File: src/rtl/serial_sum_decoder.sv
// serial_sum_decoder: bit-serial full-subtractor that recovers B = S - A from
// LSB-first sum and known-operand streams. The result word is presented
// through a valid/ready handshake.
module serial_sum_decoder #(
  parameter int WIDTH = 8,
  parameter int CNT_W = $clog2(WIDTH)
) (
  input  logic             clk,
  input  logic             rst_n,
  input  logic             in_valid,
  output logic             in_ready,
  input  logic             in_first,
  input  logic             sum_bit,
  input  logic             a_bit,
  output logic             out_valid,
  input  logic             out_ready,
  output logic [WIDTH-1:0] b_word,
  output logic             borrow_out,
  output logic             frame_err
);

  typedef enum logic {COLLECT, HOLD} state_t;

  state_t           state;
  logic [CNT_W-1:0] cnt;
  logic             borrow;
  logic [WIDTH-1:0] sreg;

  logic             accept;
  logic [CNT_W-1:0] eff_cnt;
  logic             br;
  logic             d;
  logic             borrow_next;
  logic             last_beat;
  logic [WIDTH-1:0] shifted;

  // Ready depends on state only, so it carries no path from in_valid/out_ready.
  assign in_ready = (state == COLLECT);
  assign accept   = in_valid && in_ready;

  // Subtractor cell. in_first forces bit 0, which also masks the stale borrow.
  always_comb begin
    eff_cnt     = in_first ? '0 : cnt;
    br          = (eff_cnt == '0) ? 1'b0 : borrow;
    d           = sum_bit ^ a_bit ^ br;
    borrow_next = (~sum_bit & a_bit) | (~sum_bit & br) | (a_bit & br);
    last_beat   = (eff_cnt == CNT_W'(WIDTH-1));
    shifted     = {d, sreg[WIDTH-1:1]};
  end

  // Collect/hold sequencer; every output except in_ready is registered here.
  always_ff @(posedge clk) begin
    if (!rst_n) begin
      state      <= COLLECT;
      cnt        <= '0;
      borrow     <= 1'b0;
      sreg       <= '0;
      b_word     <= '0;
      borrow_out <= 1'b0;
      out_valid  <= 1'b0;
      frame_err  <= 1'b0;
    end else begin
      frame_err <= 1'b0;
      case (state)
        COLLECT: begin
          if (accept) begin
            sreg <= shifted;
            // A mid-word start marker drops the partial word; flag it.
            if (in_first && cnt != '0) frame_err <= 1'b1;
            if (last_beat) begin
              b_word     <= shifted;
              borrow_out <= borrow_next;
              cnt        <= '0;
              borrow     <= 1'b0;
              out_valid  <= 1'b1;
              state      <= HOLD;
            end else begin
              cnt    <= eff_cnt + 1'b1;
              borrow <= borrow_next;
            end
          end
        end
        HOLD: begin
          if (out_ready) begin
            out_valid <= 1'b0;
            state     <= COLLECT;
          end
        end
        default: state <= COLLECT;
      endcase
    end
  end

endmodule
File: config.mk
export PLATFORM = sky130hd
export DESIGN_NAME = serial_sum_decoder
export DESIGN_NICKNAME = d
export VERILOG_FILES = /design/src/rtl/serial_sum_decoder.sv
export SDC_FILE = /design/constraint.sdc
export NUM_CORES = 1
export LEC_CHECK = 0
export ABC_AREA = 1
export CAP_MARGIN = 20
export CORE_UTILIZATION = 50
export DETAILED_ROUTE_END_ITERATION = 8
export PLACE_DENSITY_LB_ADDON = 0.2
export RECOVER_POWER = 25
export SLEW_MARGIN = 20
export SYNTH_ARGS = -nofsm -noshare
export SYNTH_HDL_FRONTEND = slang
export SYNTH_SLANG_ARGS = --single-unit
File: constraint.sdc
create_clock -name clk -period 2.3 [get_ports clk]
set_clock_uncertainty 0.15 [all_clocks]
set_input_delay 0.345 -clock clk [delete_from_list [all_inputs] [get_ports clk]]
set_output_delay 0.345 -clock clk [all_outputs]
set_load 0.005 [all_outputs]
**Word level (Yosys, flattened, before mapping)**

Index checks and enable logic that the tools add are counted.

- Add/sub/neg operators: 1
- Equality and inequality tests: 4
- Muxes and demuxes: 13
- Bitwise gates (word level): 11
- Reductions and logical operators: 8

Operator list:

| kind | count |
|---|---|
| $mux 1 | 9 |
| $mux 3 | 2 |
| $reduce_and 3->1 | 2 |
| $ne 2x1->1 const B | 2 |
| $not 1->1 | 4 |
| $pmux 1 s2 | 2 |
| $add 3x1->3 const B | 1 |
| $and 1x1->1 | 3 |
| $eq 3x3->1 const B | 1 |
| $logic_not 3->1 | 1 |
| $reduce_bool 3->1 | 1 |
| $reduce_or 3->1 | 1 |
| $logic_and 1x1->1 | 2 |
| $ne 2x2->1 const B | 1 |
| $or 1x1->1 | 2 |
| $reduce_and 2->1 | 1 |
| $xor 1x1->1 | 2 |

- Bits in registers: 24
- Input bits: 7
- Output and inout port bits: 12
- Logic and storage cells: 45

**Depth between registers and ports, before layout**

- Word-level depth: 7
- Gate-level depth with buffers: 10
- Depth with buffers taken out: 10

**Worst setup path after synthesis**

No wires, ideal clock.

- Kind: reg-to-reg
- Start: register cnt[1]
- End: register sreg[7]
- Setup time: 116 ps
- Arrival time: 1,473 ps
- Required time: 2,034 ps
- Path slack: 561 ps
- Cell stages (with the launch flop): 10
- Path buffers: 0
- Period minus slack after synthesis: 1,739 ps
- Cells stage by stage: dfxtp_1 inv_1 nor2_1 inv_1 ha_1 o21ai_0 nand2_1 fa_1 o21ai_0 nor2_1

- Cells in the longest elaborated chain, start to end: 4

Ends and longest elaborated chain:

| item | RTL line | text |
|---|---|---|
| start: declaration | 25 | `logic [CNT_W-1:0] cnt;` |
| start signal: assignment | 78 | `cnt <= eff_cnt + 1'b1;` |
| $mux 3 | 43 | `eff_cnt = in_first ? '0 : cnt;` |
| $logic_not 3->1 | 44 | `br = (eff_cnt == '0) ? 1'b0 : borrow;` |
| $mux 1 | 44 |  |
| $xor 1x1->1 | 45 | `d = sum_bit ^ a_bit ^ br;` |
| named net d | 32 | `logic d;` |
| end signal: assignment | 67 | `sreg <= shifted;` |
| end: declaration | 27 | `logic [WIDTH-1:0] sreg;` |

The timed path passes the listed nets, and every way through them passes these cells.
A chain may end at the register's enable or synchronous reset.

**Final worst setup path**

- Start: input port in_first
- End: register sreg[7]

- Cells in the longest elaborated chain, start to end: 4

Ends and longest elaborated chain:

| item | RTL line | text |
|---|---|---|
| start: declaration | 12 | `input logic in_first,` |
| $mux 3 | 43 |  |
| $logic_not 3->1 | 44 |  |
| $mux 1 | 44 |  |
| $xor 1x1->1 | 45 |  |
| named net d | 32 |  |

The timed path passes the listed nets, and every way through them passes these cells.

==> results.json <==
{
  "min_path_type": "reg -> reg",
  "yosys_warnings": 0,
  "p_clk_share_pct": 27.2,
  "grt_use_total_pct": 21.5,
  "layout_common_cells": "nor2_1, dfxtp_1, inv_1, nand2_1, clkdlybuf4s50_1",
  "path_cells": "clkdlybuf4s50_1 > nor2_1 > inv_1 > ha_1 > o21ai_0 > nand2_1 > fa_1 > o21ai_0 > nor2_1",
  "cts_resized": 0,
  "r2r_end": "sreg[7]",
  "rsz0062_at_grt": "no",
  "p_comb_share_pct": 9.6,
  "clock-root-buffer": "clkbuf_4",
  "required_ns": 2.36,
  "drive_gt1_share_pct": 8.70,
  "tightest_slew_ns": 0.823,
  "grt_pass1_wl_microns": 3350,
  "syn-num-nets": 151,
  "gp_congestion": 0.782,
  "ys_seq_area_share_pct": 45.1,
  "path_class": "in -> reg",
  "gr-total-overflow": 0,
  "path_buf_inv": 2,
  "ys_seq_elements": 23,
  "powerDensity_nw_per_um2": 534,
  "dieArea_sq_um": 2230,
  "finalPower_uw": 666,
  "vias_per_cell": 4.74,
  "cp_slowest_cell": "clkdlybuf4s50_1",
  "min_to": "out_valid",
  "cpLargestDelayFamily": "adder cells",
  "hpwl_microns": 1450,
  "setup_slack_ns": 0.231,
  "cts_max_path_buffers": 2,
  "port-buffer-count": 18,
  "num_io_pins": 19,
  "leakage_uw": 0.000567,
  "internal_power_uw": 504,
  "fin_util_pct": 68.5,
  "grt_pass1_vias": 817,
  "hold_buffers": 0,
  "finish.net_count": 173,
  "insertion_delay_ns": 0.31,
  "clk_pin_slew_ns": 0.12,
  "p_sw_uw": 162,
  "critPathMaxFanout": 4,
  "netlist_area_sq_um": 1020,
  "pre_cts_slack_ns": -0.0780,
  "cp-end-kind": "flip-flop",
  "drt_iter0_drc": 14,
  "drc": 0,
  "numClockSinks": 23,
  "placed_area_sq_um": 1220,
  "post-cts-setup-buffers": 0,
  "outcome": "finished clean",
  "max_freq_mhz": 483,
  "start_kind": "input port",
  "syn_to_final_growth_pct": 22.2,
  "hold_start": "out_valid",
  "firstDrtPassIters": 4,
  "antenna_found_initial": 0,
  "swShare_pct": 24.3,
  "final_common_cell": "nor2_1",
  "routedWlPerCell_microns": 10.6,
  "vias": 881,
  "fillers": 168,
  "setup_viol": 0,
  "routed_wl_microns": 1970,
  "syn_avg_cell_area_sq_um": 7.29,
  "n_antenna_cell": 0,
  "std_cell_rows": 15,
  "die_width_microns": 47.2,
  "ir_worst_vdd_v": 0.000449,
  "maxCapViolCount": 0,
  "yosysUniqueCellTypes": 18,
  "cts_buffers": 3,
  "max_slew_margin_pct": 44.9,
  "min_delay_path_depth": 2,
  "synth_cells": 140,
  "fin_crit_sh_pct": 90.0,
  "grt_start_max_net_pins": 18,
  "cp.arrival_ns": 2.13,
  "fp.dieH_microns": 47.2,
  "core-area_sq_um": 1820,
  "maxSlewViolCount": 0,
  "ant_nets": 0,
  "holdWs_ns": 0.322,
  "cts_tree": "done",
  "r2r-start": "cnt[0]",
  "htreeDepth": 1,
  "max_stage_delay_ns": 0.48,
  "seq_power_share_pct": 63.2,
  "min_period_ns": 2.07,
  "ff2ff_path_depth": 9,
  "hold_viol_final": 0,
  "r2r_setup_slack_ns": 0.40,
  "initial_core_util_pct": 56.1,
  "fin_area_sq_um": 1250
}
cell usage after synthesis, drive strengths merged:
master / count / area, sq um
a21oi: 3 / 15.0
buf: 4 / 32.5
dfxtp: 23 / 460
fa: 1 / 20.0
ha: 3 / 37.5
inv: 23 / 86.3
nand2: 24 / 97.6
nand3: 2 / 27.5
nand4: 4 / 25.0
nor2: 40 / 153
nor3: 1 / 5.00
o21ai: 11 / 55.1
or2: 1 / 6.26
per-stage QoR:
stage | instances | setup TNS, ns
4_1_cts | 186 | 0
3_3_place_gp | 182 | 0
6_report | 186 | 0
3_5_place_dp | 182 | -0.129
2_1_floorplan | 140 | 0
5_1_grt | 186 | 0
state kept, by name (all words and copies together), names as in the netlist:
signal / flops
b_word: 8
sreg: 7
cnt: 3
borrow: 1
borrow_out: 1
frame_err: 1
out_valid: 1
state: 1
worst max path at each step:
stage	startpoint	cells past startpoint	endpoint
after floorplan	cnt[1]	9	sreg[7]
after global placement	in_first	9	sreg[7]
after detailed placement	in_first	9	sreg[7]
after CTS	in_first	9	sreg[7]
after global routing	in_first	9	sreg[7]
final	in_first	9	sreg[7]
routing by layer:
layer	track usage [%]	wire length (microns)	part of all wire, %
met3	3.46	48	2.4
met1	25.5	895	45
met4	8.57	34	1.7
met5	0	0	0
met2	38.3	994	50
logic make-up (layout without fill, tap and decap cells):
kind of cell | Yosys count | count (layout) | synth area share [%]
buffers and inverters | 27 | 48 | 11.6
flip-flops | 23 | 23 | 45.1
adder cells (fa/ha/maj) | 4 | 4 | 5.64
AND/OR/NAND/NOR | 72 | 72 | 30.8
AO/OA/AOI/OAI | 14 | 14 | 6.86
final cells by class:
cell class,instances,area [sq um],share of cell area [%]
clock inverter,1,5.00,0.401
clock buffer,3,22.5,1.81
multi-input combinational,90,439,35.2
sequential,23,460,36.9
tap,25,31.3,2.51
timing repair buffer,21,203,16.2
inverter,23,86.3,6.92
worst reg2reg max path, cell delays in order, from the launching register on:
cell,delay (ns)
dfxtp_1,0.36
inv_1,0.04
nor2_1,0.13
inv_1,0.08
ha_1,0.17
o21ai_0,0.07
nand2_1,0.09
fa_1,0.46
o21ai_0,0.18
nor2_1,0.06
power groups by stage:
stage               Clock (uW)  Sequential [uW]  Combinational, uW
global placement             0              429               61.5
finish                     181              421               63.9
floorplan                    0              428               39.2
global route               208              423               73.1
detailed placement           0              430               64.1
CTS                        184              421               64.5
Power figures use the tool's default switching activity.
==> patch 1: new RTL, same settings <==
Register the output `frame_err` once more; this adds one clock of latency there. The other outputs are not delayed to match.
--- a/src/rtl/serial_sum_decoder.sv
+++ b/src/rtl/serial_sum_decoder.sv
@@ -20,6 +20,8 @@
 );
 
   typedef enum logic {COLLECT, HOLD} state_t;
+
+  logic frame_err_s0;
 
   state_t           state;
   logic [CNT_W-1:0] cnt;
@@ -58,15 +60,15 @@
       b_word     <= '0;
       borrow_out <= 1'b0;
       out_valid  <= 1'b0;
-      frame_err  <= 1'b0;
+      frame_err_s0 <= 1'b0;
     end else begin
-      frame_err <= 1'b0;
+      frame_err_s0 <= 1'b0;
       case (state)
         COLLECT: begin
           if (accept) begin
             sreg <= shifted;
             // A mid-word start marker drops the partial word; flag it.
-            if (in_first && cnt != '0) frame_err <= 1'b1;
+            if (in_first && cnt != '0) frame_err_s0 <= 1'b1;
             if (last_beat) begin
               b_word     <= shifted;
               borrow_out <= borrow_next;
@@ -91,4 +93,8 @@
     end
   end
 
+  always_ff @(posedge clk) begin
+    frame_err <= frame_err_s0;
+  end
+
 endmodule
Formal check against the unedited RTL: not equivalent (a bounded check fails within 4 cycles, from zero or initial values and one cycle with rst_n low).
==> patch 1 against the unedited design <==
Worst hold slack worse by 0.13 ns. Cell area up 2.5%. Area after synthesis up 2.0%. Critical endpoint is now borrow. Sequential cell count up 1. Routed wire length down 5.1%. Worst setup slack better by 0.044 ns. Global-route usage down 2.5 points. Largest power group unchanged. Register-to-register slack about the same. Fmax up 2.2%. Power up 8.4%. Via count down 1.4%.
==> patch 1: results (changes against the unedited design) <==
| Metric | Value |
|---|---|
| Crit-path slowest cell | clkdlybuf4s50_1 |
| Post-cts gate resize count | 0 (unchanged) |
| Static leakage | 0.0005782 uW (+1.9%) |
| Worst-Margin Slew | 0.8100 ns (-0.01337 ns) |
| Net Sw Power | 167.8 uW (+3.6%) |
| Met2 Routed Length | 902 um (-9.3%) |
| Synth cell count leaders | 39 x nor2_1, 24 x dfxtp_1, 21 x inv_1, 21 x nand2_1, 11 x o21ai_0 |
| Max rail drop VDD | 0.0003790 V (-16%) |
| Critical path's largest stage delay | between 0.4 and 0.5 ns |
| Share of flip-flops with an asynchronous set or reset | 0 (unchanged) |
| Initial antenna violation count | 0 (unchanged) |
| Worst-path fanout max | 4 (unchanged) |
| TritonRoute pass-1 iters | 4 (unchanged) |
| CTS Root Cell | clkbuf_4 |
| Post-DR wirelength/cell | 9.910 um (-6.6%) |
| Fillers | 200 (+19%) |
| Synth Net Count | 152 (+0.66%) |
| Routability congestion estimate | 0.7300 (-6.6%) |
| Status | finished, final reports clean |
| Nets | 174 (+0.58%) |
| First-pass GRT wire length | 2918 um (-13%) |
| DP HPWL | 1410 um (-2.8%) |
| Largest net degree at the start of global routing | 17 (-1) |
| CP top delay family | adder cells |
| DR vias/cell | 4.598 (-2.9%) |
| Area post-placement | 1245 um^2 (+1.8%) |
| Synth warn | 0 (unchanged) |
| M3 GR Usage | 0.04528 (+0.01067) |
| GR Util All Layers | 0.1895 (-0.02502) |
| Met2 Use GR | 0.3068 (-0.07648) |
| Met3 wire len | 52 um (+8.3%) |
| Vias in the first global route | 674 (-18%) |
| Fraction of layout cells with a size suffix above 1 | 0.08642 (-0.0005368) |
| Largest cells by area after synthesis | dfxtp_1 46%, nor2_1 14%, inv_1 7.6% |
| DR top layer | met4 |
| Met1 GRT Util | 0.2407 (-0.01393) |
| Seq/Total Area, Yosys | 0.4615 (+0.01056) |
| Met1 wire length | 893 um (-0.22%) |
| Worst skew pair latency | between 0.3 and 0.4 ns |
| Post-CTS Repair Setup Buffers | 0 (unchanged) |
| Starting DRT DRC Count | 8 (-6) |
## patch 1: changes by cell type in the layout (fill, tap and decap cells not counted)
| cell | change |
|---|---|
| clkinv_2 | -1 |
| dfxtp_1 | +1 |
| clkbuf_8 | +1 |
## patch 1: layout make-up
| class | count | share of cell area |
|---|---|---|
| Sequential cell | 24 | 0.3757 |
| Multi-Input combinational cell | 90 | 0.3434 |
| Timing Repair Buffer | 21 | 0.1585 |
| Inverter | 23 | 0.06751 |
| Clock buffer | 4 | 0.02838 |
| Tap cell | 27 | 0.02642 |
## patch 1: final timing paths
check	start	endpoint	slack, ns	cells after the start
worst min-delay path	frame_err_s0	frame_err	0.19	0
worst min register to register	frame_err_s0	frame_err	0.19	0
worst max-delay path	in_first	borrow	0.27	10
worst max register to register	cnt[0]	borrow	0.40	10
## patch 1: logic make-up (layout without fill, tap and decap cells)
logic type / after synthesis / in the layout / synth area share
adder cells (fa/ha/maj): 4 / 4 / 0.05529
AO/OA/AOI/OAI: 14 / 14 / 0.06730
AND/OR/NAND/NOR: 72 / 72 / 0.3017
flip-flops: 24 / 24 / 0.4615
buffers and inverters: 27 / 48 / 0.1142
## patch 1: power groups by stage
stage,Sequential (uW),Clock [uW],Combinational [uW]
floorplan,446,0,39.2
global placement,448,0,61.6
detailed placement,449,0,64.7
CTS,439,229,64.9
global route,442,248,72.9
finish,439,220,63.6
## patch 1: stage by stage
stage / setup WS, ns / power [uW] / util / cells
4_1_cts: 0.2834 / 733.3 / 0.6531 / 189
3_3_place_gp: 0.03762 / 509.3 / 0.6346 / 185
3_5_place_dp: -0.05970 / 513.2 / 0.6346 / 185
2_1_floorplan: 0.5609 / 485.3 / - / 141
5_1_grt: 0.05507 / 762.9 / 0.6518 / 189
6_report: 0.2750 / 722.4 / 0.6518 / 189
==> patch 2: new RTL, same flow settings <==
Made on the original files. `WIDTH`: 8 -> 16.
--- a/src/rtl/serial_sum_decoder.sv
+++ b/src/rtl/serial_sum_decoder.sv
@@ -2,7 +2,7 @@
 // LSB-first sum and known-operand streams. The result word is presented
 // through a valid/ready handshake.
 module serial_sum_decoder #(
-  parameter int WIDTH = 8,
+  parameter int WIDTH = 16,
   parameter int CNT_W = $clog2(WIDTH)
 ) (
   input  logic             clk,
Interface: changed (resized b_word); port bits go from 19 to 27. No check against the original RTL was run, so the function may have changed too.
==> patch 2 against the unedited design <==
Count of clock-buffer cells in the layout up 4. Sequential cell count is 17 higher. Worst setup slack improved by 0.12 ns. Critical endpoint is now sreg[15]. Routed wire length is 56% higher. Register-to-register slack improved by 0.05 ns. Power grew 100%. Largest power group unchanged. Area after synthesis rose by 62%. Cell area increased by 66%.
==> patch 2: results (changes against the unedited design) <==
| Metric | Value |
|---|---|
| Status | finished, final reports clean |
| Placed cell count | 285 (+57%) |
| Share of flip-flops with an asynchronous set or reset | 0 (unchanged) |
| CTS H-tree depth | 2 (+1) |
| Largest net degree at the start of global routing | 41 (+23) |
| HP Class | reg -> reg |
| TritonRoute pass-1 iters | 4 (unchanged) |
| Nets | 258 (+49%) |
| IO buf count | 26 (+8) |
| First-pass GRT wire length | 5457 um (+63%) |
| Max rail drop VDD | 0.0003829 V (-15%) |
| Seq/Total Area, Yosys | 0.4841 (+0.03313) |
| R2R depth | 9 (unchanged) |
| Vias | 1382 (+57%) |
| Critical path arrival | 2.05 ns (-0.08 ns) |
| DP HPWL | 2057 um (+42%) |
| Vias in the first global route | 1285 (+57%) |
| Synthesized area per cell | 7.588 um^2 (+4.0%) |
| GR Util All Layers | 0.2055 (-0.009051) |
| Post-Synth XOR/XNOR Area | 0 (unchanged) |
| Synth Net Count | 228 (+51%) |
| Post-Synth Adder-Cell Area | 0.02723 (-0.02914) |
| Worst-path fanout max | 3 (-1) |
| Compound-Gate Fraction of Synth Area | 0.1059 (+0.03727) |
| Post-CTS Repair Setup Buffers | 0 (unchanged) |
| Post-synthesis mux area share | 0 (unchanged) |
| Reg2Reg Setup Slack | 0.45 ns (+0.05 ns) |
| Largest regs | b_word x16, sreg x15, cnt x4 |
| DRT Wirelength | 3082 um (+56%) |
| Static leakage | 0.0008515 uW (+50%) |
| Met1 GRT Util | 0.2795 (+0.02478) |
| Post-DR wirelength/cell | 10.52 um (-0.89%) |
| Antenna fix cells | 0 (unchanged) |
| Fillers | 296 (+76%) |
| Setup crit end | sreg[15] |
| Synth unique cells | 21 (+3) |
| Routability congestion estimate | 0.8213 (+5.1%) |
| Synth cell count leaders | 41 x nor2_1, 40 x dfxtp_1, 29 x nand2_1, 21 x o21ai_0, 17 x inv_1 |
| Fraction of layout cells with a size suffix above 1 | 0.1486 (+0.06164) |
| Clock-pin slew on the worst setup and hold paths | 0.12 ns (about the same) |
| Synth warn | 0 (unchanged) |
| Rel. slew slack | 0.5484 (+0.09935) |
| M3 GR Usage | 0.05895 (+0.02434) |
| Critical Path Start | in_first |
| Worst skew pair latency | 0.35 ns (+0.04 ns) |
| Maximum clock insertion buffer count | 2 (unchanged) |
| Largest cells by area after synthesis | dfxtp_1 48%, nor2_1 9.3%, nand2_1 6.6% |
| Cts bufs inserted | 5 (+2) |
| Starting DRT DRC Count | 40 (+26) |
| Launching point of the worst reg2reg path | cnt[0] |
| Met2 Use GR | 0.3130 (-0.07033) |
-- patch 2: worst max-delay path: stages --
cell             delay (ns)
clkdlybuf4s50_1        0.51
inv_2                  0.05
nand2_1                0.08
ha_1                   0.15
nand2_1                0.04
o21ai_0                0.19
fa_1                   0.46
o21ai_0                0.17
nor2_1                 0.05
-- patch 2: through the flow --
stage	power (uW)	area [um^2]	setup slack, ns
6_report	1348	2067	0.3547
4_1_cts	1353	2069	0.3732
5_1_grt	1404	2067	0.2531
3_3_place_gp	845.8	1974	0.03984
2_1_floorplan	813.9	1654	0.5242
3_5_place_dp	847.9	1974	-0.007716
-- patch 2: where the power goes --
part           total [uW]  switching [uW]  leakage (uW)  internal [uW]
registers             729            14.0      0.000326            715
logic                 103            60.1      0.000474           42.6
clock network         516             227     0.0000515            289
-- patch 2: cell type report --
| cell class | instances | area [um^2] | share of cell area |
|---|---|---|---|
| Sequential cell | 40 | 800.8 | 0.3874 |
| Multi-Input combinational cell | 145 | 711.9 | 0.3444 |
| Timing Repair Buffer | 35 | 325.3 | 0.1574 |
| Inverter | 21 | 78.83 | 0.03814 |
| Clock buffer | 7 | 65.06 | 0.03148 |
| Tap cell | 44 | 55.05 | 0.02663 |
| Clock inverter | 1 | 30.03 | 0.01453 |
-- patch 2: worst min path at each step --
stage	from	to	slack, ns	depth (start not counted)
after floorplan	sreg[3]	b_word[2]	0.29	2
after CTS	sreg[9]	sreg[9]	0.32	2
after detailed placement	sreg[9]	sreg[9]	0.31	2
after global placement	b_word[6]	b_word[6]	0.30	2
final	sreg[9]	sreg[9]	0.32	2
after global routing	b_word[6]	b_word[6]	0.35	2
-- patch 2: metal layers --
metal,vias up,wire [um]
li1,744,-
met1,608,1555
met2,25,1343
met3,5,140
met4,0,42
met5,-,0
